### config.mk
export PLATFORM = sky130hd
export DESIGN_NAME = pwm_fade_sequencer
export DESIGN_NICKNAME = d
export VERILOG_FILES = /design/src/rtl/pwm_pkg.sv /design/src/rtl/pwm_fade_step.sv /design/src/rtl/pwm_fade_sequencer.sv
export SDC_FILE = /design/constraint.sdc
export NUM_CORES = 1
export LEC_CHECK = 0
export ABC_AREA = 1
export ABC_CLOCK_PERIOD_IN_PS = 9900
export CORE_UTILIZATION = 30
export DETAILED_ROUTE_END_ITERATION = 10
export PLACE_DENSITY = 0.58
export SYNTH_ARGS = -nofsm -noshare
export SYNTH_HDL_FRONTEND = slang
export SYNTH_SLANG_ARGS = --single-unit
### constraint.sdc
create_clock -name clk -period 9.9 [get_ports clk]
set_input_delay 1.98 -clock clk [delete_from_list [all_inputs] [get_ports clk]]
set_output_delay 1.98 -clock clk [all_outputs]
set_load 0.005 [all_outputs]
### src/rtl/pwm_pkg.sv
// pwm_pkg
// Shared types and helpers for the PWM fade sequencer.
//   fadeState_t   : sequencer FSM states (IDLE, COMPUTE, WAIT)
//   chanIdxWidth  : width of a channel index, clog2 with a floor of 1 bit
package pwm_pkg;

  typedef enum logic [1:0] {
    IDLE    = 2'd0,
    COMPUTE = 2'd1,
    WAIT    = 2'd2
  } fadeState_t;

  // A single channel still needs a 1-bit index port.
  function automatic int chanIdxWidth(input int n);
    return (n <= 2) ? 1 : $clog2(n);
  endfunction

endpackage

### src/rtl/pwm_fade_step.sv
// pwm_fade_step
// Purely combinational step unit: moves a duty one step toward its target
// without ever overshooting, wrapping or underflowing.
// Ports:
//   i_cur  [BITS-1:0] : current committed duty
//   i_tgt  [BITS-1:0] : target duty
//   i_step [BITS-1:0] : change per period, 0 means jump to target
//   o_next [BITS-1:0] : next duty
module pwm_fade_step #(
  parameter int BITS = 16
) (
  input  logic [BITS-1:0] i_cur,
  input  logic [BITS-1:0] i_tgt,
  input  logic [BITS-1:0] i_step,
  output logic [BITS-1:0] o_next
);

  logic [BITS-1:0] w_upDist;
  logic [BITS-1:0] w_downDist;

  assign w_upDist   = i_tgt - i_cur;
  assign w_downDist = i_cur - i_tgt;

  // Distances are only consulted on the matching side of the comparison,
  // so the subtractions never wrap where they are used. Snapping to the
  // target when the remaining distance fits in one step keeps cur+step and
  // cur-step inside the range.
  always_comb begin
    o_next = i_cur;
    if (i_cur < i_tgt) begin
      if ((w_upDist <= i_step) || (i_step == '0)) begin
        o_next = i_tgt;
      end else begin
        o_next = i_cur + i_step;
      end
    end else if (i_cur > i_tgt) begin
      if ((w_downDist <= i_step) || (i_step == '0)) begin
        o_next = i_tgt;
      end else begin
        o_next = i_cur - i_step;
      end
    end
  end

endmodule

### src/rtl/pwm_fade_sequencer.sv
// pwm_fade_sequencer
// Per-channel brightness ramp scheduler feeding a PWM channel bank. The host
// writes target/step/enable per channel; once per PWM period a single shared
// step unit walks all channels, and the staged results are committed to the
// bank together at the period boundary.
// Ports:
//   clk, rst            : clock, synchronous active-high reset
//   counter             : shared free-running PWM period counter
//   cfg_valid/cfg_ready : config handshake
//   cfg_channel         : channel index (out-of-range writes are dropped)
//   cfg_target/cfg_step : target duty and per-period step (0 = jump)
//   cfg_enable          : channel enable
//   set_values          : committed duties, channel i at [i*BITS +: BITS]
//   channel_enable      : committed enables
//   ramp_done           : one-cycle pulse when a channel's duty lands on target
//   busy                : any committed duty differs from its target
// Optional feature macro PWM_FADE_IRQ_EN adds irq (sticky, set by any
// ramp_done bit) and irq_clear.
module pwm_fade_sequencer
  import pwm_pkg::*;
#(
  parameter int CHANNELS = 3,
  parameter int BITS     = 16
) (
  input  logic                                     clk,
  input  logic                                     rst,
  input  logic [BITS-1:0]                          counter,
  input  logic                                     cfg_valid,
  output logic                                     cfg_ready,
  input  logic [pwm_pkg::chanIdxWidth(CHANNELS)-1:0] cfg_channel,
  input  logic [BITS-1:0]                          cfg_target,
  input  logic [BITS-1:0]                          cfg_step,
  input  logic                                     cfg_enable,
  output logic [BITS*CHANNELS-1:0]                 set_values,
  output logic [CHANNELS-1:0]                      channel_enable,
  output logic [CHANNELS-1:0]                      ramp_done,
  output logic                                     busy
`ifdef PWM_FADE_IRQ_EN
  ,
  input  logic                                     irq_clear,
  output logic                                     irq
`endif
);

  localparam int IW = chanIdxWidth(CHANNELS);

  fadeState_t r_state;
  fadeState_t w_nextState;

  logic [IW-1:0]       r_idx;
  logic [BITS-1:0]     r_target [CHANNELS];
  logic [BITS-1:0]     r_step   [CHANNELS];
  logic [BITS-1:0]     r_staged [CHANNELS];
  logic [BITS-1:0]     r_duty   [CHANNELS];
  logic [CHANNELS-1:0] r_enable;
  logic [CHANNELS-1:0] r_stagedEn;
  logic [CHANNELS-1:0] r_chanEn;
  logic [CHANNELS-1:0] r_rampDone;

  logic            w_start;
  logic            w_computeEn;
  logic            w_commit;
  logic            w_cfgFire;
  logic            w_lastIdx;
  logic [BITS-1:0] w_cur;
  logic [BITS-1:0] w_tgt;
  logic [BITS-1:0] w_stp;
  logic [BITS-1:0] w_next;

  assign w_lastIdx = (r_idx == IW'(CHANNELS - 1));
  assign w_cfgFire = cfg_valid && cfg_ready;

  // State register.
  always_ff @(posedge clk) begin
    if (rst) begin
      r_state <= IDLE;
    end else begin
      r_state <= w_nextState;
    end
  end

  // Next state: start the walk at the top of the period, then sit in WAIT
  // until the last count so the commit lands exactly on the wrap.
  always_comb begin
    w_nextState = r_state;
    case (r_state)
      IDLE:    if (counter == '0) w_nextState = COMPUTE;
      COMPUTE: if (w_lastIdx)     w_nextState = WAIT;
      WAIT:    if (counter == '1) w_nextState = IDLE;
      default: w_nextState = IDLE;
    endcase
  end

  // Decoded strobes. Config is held off during the walk so the step unit
  // never sees a target changing under it.
  always_comb begin
    cfg_ready   = 1'b1;
    w_start     = 1'b0;
    w_computeEn = 1'b0;
    w_commit    = 1'b0;
    case (r_state)
      IDLE:    w_start = (counter == '0);
      COMPUTE: begin
        cfg_ready   = 1'b0;
        w_computeEn = 1'b1;
      end
      WAIT:    w_commit = (counter == '1);
      default: ;
    endcase
  end

  // Select the channel currently being walked for the shared step unit.
  always_comb begin
    w_cur = '0;
    w_tgt = '0;
    w_stp = '0;
    for (int c = 0; c < CHANNELS; c++) begin
      if (r_idx == IW'(c)) begin
        w_cur = r_duty[c];
        w_tgt = r_target[c];
        w_stp = r_step[c];
      end
    end
  end

  pwm_fade_step #(.BITS(BITS)) u_step (
    .i_cur  (w_cur),
    .i_tgt  (w_tgt),
    .i_step (w_stp),
    .o_next (w_next)
  );

  // Datapath: config writes, per-channel staging during the walk, and the
  // all-channel commit at the period wrap. ramp_done compares against the
  // duty being replaced so a target rewritten onto the current duty is silent.
  always_ff @(posedge clk) begin
    if (rst) begin
      r_idx      <= '0;
      r_enable   <= '0;
      r_stagedEn <= '0;
      r_chanEn   <= '0;
      r_rampDone <= '0;
      for (int c = 0; c < CHANNELS; c++) begin
        r_target[c] <= '0;
        r_step[c]   <= '0;
        r_staged[c] <= '0;
        r_duty[c]   <= '0;
      end
    end else begin
      r_rampDone <= '0;

      if (w_start) begin
        r_idx <= '0;
      end else if (w_computeEn) begin
        r_idx <= r_idx + IW'(1);
      end

      for (int c = 0; c < CHANNELS; c++) begin
        if (w_cfgFire && (cfg_channel == IW'(c))) begin
          r_target[c] <= cfg_target;
          r_step[c]   <= cfg_step;
          r_enable[c] <= cfg_enable;
        end
        if (w_computeEn && (r_idx == IW'(c))) begin
          r_staged[c]   <= w_next;
          r_stagedEn[c] <= r_enable[c];
        end
        if (w_commit) begin
          r_duty[c]     <= r_staged[c];
          r_chanEn[c]   <= r_stagedEn[c];
          r_rampDone[c] <= (r_staged[c] == r_target[c]) && (r_duty[c] != r_target[c]);
        end
      end
    end
  end

  for (genvar g = 0; g < CHANNELS; g++) begin : g_pack
    assign set_values[g*BITS +: BITS] = r_duty[g];
  end

  assign channel_enable = r_chanEn;
  assign ramp_done      = r_rampDone;

  // busy reflects committed state only, so it rises as soon as a new target
  // is written and falls once the final duty is on the bank.
  always_comb begin
    busy = 1'b0;
    for (int c = 0; c < CHANNELS; c++) begin
      if (r_duty[c] != r_target[c]) busy = 1'b1;
    end
  end

`ifdef PWM_FADE_IRQ_EN
  logic r_irq;

  // Sticky interrupt; a new completion wins over a clear in the same cycle.
  always_ff @(posedge clk) begin
    if (rst) begin
      r_irq <= 1'b0;
    end else if (|r_rampDone) begin
      r_irq <= 1'b1;
    end else if (irq_clear) begin
      r_irq <= 1'b0;
    end
  end

  assign irq = r_irq;
`endif

endmodule

==> results.py <==
metrics = {
    "status": {
        "status": "completed",
    },
    "job": {
        "max-cap-violations": 0,
    },
    "sta": {
        "drv_slew": 0,
        "hold_ws_ns": 0.4809,
        "setup_viol": 0,
        "fmax_mhz": 140.1,
        "worst_pin_slew_ns": 1.075,
        "final-hold-violation-count": 0,
        "fin_worst_skew_ns": 0.01932,
        "rsz0062_at_grt": "false",
        "fin_crit_ns": 7.140,
        "tns_ns": 0,
        "relSlewSlack": 0.2792,
        "min_period_over_period": 0.7212,
    },
    "power_and_ir_drop": {
        "seqPwrFrac": 0.414,
        "combPwrFrac": 0.249,
        "ir_drop_mv": 0.1048,
        "clkPwrFrac": 0.337,
        "switching_share": 0.3261,
        "power.net_switching_mw": 0.8244,
        "p_leak_nw": 7.484,
        "power_density_nw_per_um2": 151.0,
        "internal_power_mw": 1.704,
    },
    "worst_setup_path": {
        "end_kind": "flip-flop",
        "crit_path_frequent_cell": "nand2_1",
        "worstReg2RegStart": "r_idx[0]",
        "start_kind": "flip-flop",
        "critical_path_required_ns": 10.26,
        "r2r_setup_slack_ns": 2.76,
        "crit_fanout": 49,
        "crit_type": "flip-flop to flip-flop",
        "ff2ff_path_depth": 31,
        "crit_path_top_delay_cell": "a21oi_2",
        "slowest_delay_ns": 0.79,
        "crit_arrival_ns": 7.50,
        "r2r-end": "r_staged[0][10]",
    },
    "clock_network": {
        "tritoncts": "done",
        "cts.sinks": 208,
        "cts_buffer_depth": 3,
        "root_buffer": "clkbuf_16",
        "cts_resized": 0,
        "h-tree-depth": 1,
        "post_cts_buffers": 0,
        "clk_latency_ns": 0.56,
        "cts-hold-fix-buffers": 0,
        "numCtsBuffers": 24,
        "clk_pin_slew_ns": 0.06,
    },
    "drt": {
        "ant_nets": 0,
        "first_iter_violations": 1020,
        "drt-pass1-iter-count": 7,
        "avgRoutedWirePerCell_um": 18.94,
        "remaining_drc_errors": 0,
        "totalWireLength_mm": 47.00,
        "via_per_inst": 4.930,
        "vias": 12230,
    },
    "yosys": {
        "synthTopCellsByCount": "407 x nand2_1, 268 x inv_1, 192 x edfxtp_1",
        "syn_inst": 1769,
        "ys_warn_count": 0,
        "yosys_register_bits": 208,
        "netlist_top_cells_area": "edfxtp_1 40%, nand2_1 11%, ha_1 8.3%, inv_1 7.0%, nor2_1 4.7%",
        "synth_nets": 1922,
        "syn-cell-area_um2": 14390,
        "synth_area_per_cell_um2": 8.135,
        "synthArstFlopShare": 0,
        "yosysUniqueCellTypes": 50,
        "ys.flop_type": "edfxtp_1",
        "synth_top_area_share": 0.4006,
        "synth_edf_count": 192,
        "synth_seq_area_share": 0.4229,
        "yosysTopAreaCell": "edfxtp_1",
        "synth_most_common_cell": "nand2_1",
    },
    "floorplan": {
        "die-area_um2": 48850,
        "fp.dieH_um": 221.0,
        "floorplan.initialDensity": 0.3065,
        "core_um2": 46950,
        "rows": 79,
        "die_width_um": 221.0,
        "ioPinCount": 110,
    },
    "global_routing": {
        "antenna_found_initial": 0,
        "grt_pass1_vias": 12100,
        "gr-usage-all-layers": 0.1918,
        "grt_pass1_wl_mm": 72.19,
        "grt_overflow": 0,
        "grt_max_degree": 55,
    },
    "placement": {
        "port_buffers": 109,
        "place_congestion": 0.9746,
        "dp_hpwl_mm": 36.80,
    },
    "cells_and_area": {
        "nFillCells": 4858,
        "utilization": 0.3566,
        "nets": 2009,
        "drive_gt1_frac": 0.04696,
        "antenna_cells": 0,
        "area_growth_pct": 16.33,
    },
    "worst_hold_path": {
        "hold_depth": 2,
        "hp-class": "flip-flop to flip-flop",
        "min_to": "r_idx[1]",
        "hp-start": "r_idx[1]",
    },
}
## per-stage QoR
stage          cells  setup WS [ns]  instance area [um2]  total power, mW
2_1_floorplan   1769          5.006                14390            1.486
3_3_place_gp    2437          3.021                16000            1.688
3_5_place_dp    2437          2.927                16000            1.686
4_1_cts         2481          2.911                16740            2.545
5_1_grt         2481          2.044                16740            2.656
6_report        2481          2.760                16740            2.528
## worst max-delay path: cells and delay by family (launching register included)
| kind | cells | cell delay (ns) |
|---|---|---|
| AO/OA/AOI/OAI | 6 | 2.16 |
| AND/OR/NAND/NOR | 14 | 1.79 |
| buffers and inverters | 7 | 1.66 |
| adder cells (fa/ha/maj) | 3 | 0.78 |
| flip-flops | 1 | 0.35 |
| XOR/XNOR | 1 | 0.16 |
## how the worst max path moves through the flow
| stage | startpoint | endpoint | cells past startpoint |
|---|---|---|---|
| after floorplan | r_idx[0] | r_staged[0][17] | 32 |
| after global placement | r_idx[0] | r_staged[0][18] | 30 |
| after detailed placement | r_idx[0] | r_staged[0][29] | 31 |
| after CTS | r_idx[0] | r_staged[0][42] | 31 |
| after global routing | r_idx[0] | r_staged[0][29] | 31 |
| final | r_idx[0] | r_staged[0][10] | 31 |
## cell families after synthesis
logic type | count (synthesis) | synth area share
xor+xnor | 116 | 0.07060
fa+ha+maj | 99 | 0.08816
compound gates | 218 | 0.08972
simple gates | 796 | 0.2345
flops | 208 | 0.4229
buf+inv | 332 | 0.09416
## power groups by stage
| stage | combinational [mW] | sequential (mW) | clock, mW |
|---|---|---|---|
| floorplan | 0.437 | 1.05 | 0 |
| global placement | 0.625 | 1.06 | 0 |
| detailed placement | 0.623 | 1.06 | 0 |
| CTS | 0.627 | 1.05 | 0.873 |
| global route | 0.707 | 1.05 | 0.899 |
| finish | 0.630 | 1.05 | 0.853 |
## state kept, by name (all words and copies together) (netlist names), 3 cells and up
| register | flops |
|---|---|
| r_duty | 48 |
| r_staged | 48 |
| r_step | 48 |
| r_target | 48 |
| channel_enable | 3 |
| r_enable | 3 |
| r_stagedEn | 3 |
| ramp_done | 3 |
## layer usage
layer,global-route usage,vias up,share of wire
li1,-,5953,-
met1,0.2581,5834,0.45
met2,0.3210,367,0.47
met3,0.01739,78,0.048
met4,0.06880,0,0.032
met5,0,-,0
## cell usage in the layout, fill, tap and decap left out, types with 33 or more instances in the layout
cell	count
a21oi_1	97
clkdlybuf4s50_1	109
edfxtp_1	192
ha_1	94
inv_1	267
nand2_1	406
nand3_1	115
nand4_1	33
nor2_1	180
o21ai_0	39
xnor2_1	53
xor2_1	63
## final cells by class
type / instances / area [um2] / share of cell area
flip-flops and latches: 208 / 6086 / 0.3635
clock inverters: 17 / 133.9 / 0.007997
clock buffers: 27 / 611.8 / 0.03655
multi-input cells: 1229 / 6955 / 0.4155
inverters: 274 / 1028 / 0.06144
repair buffers: 119 / 1166 / 0.06966
well taps: 607 / 759.5 / 0.04537
No activity file was read; power rests on OpenSTA's default activity.
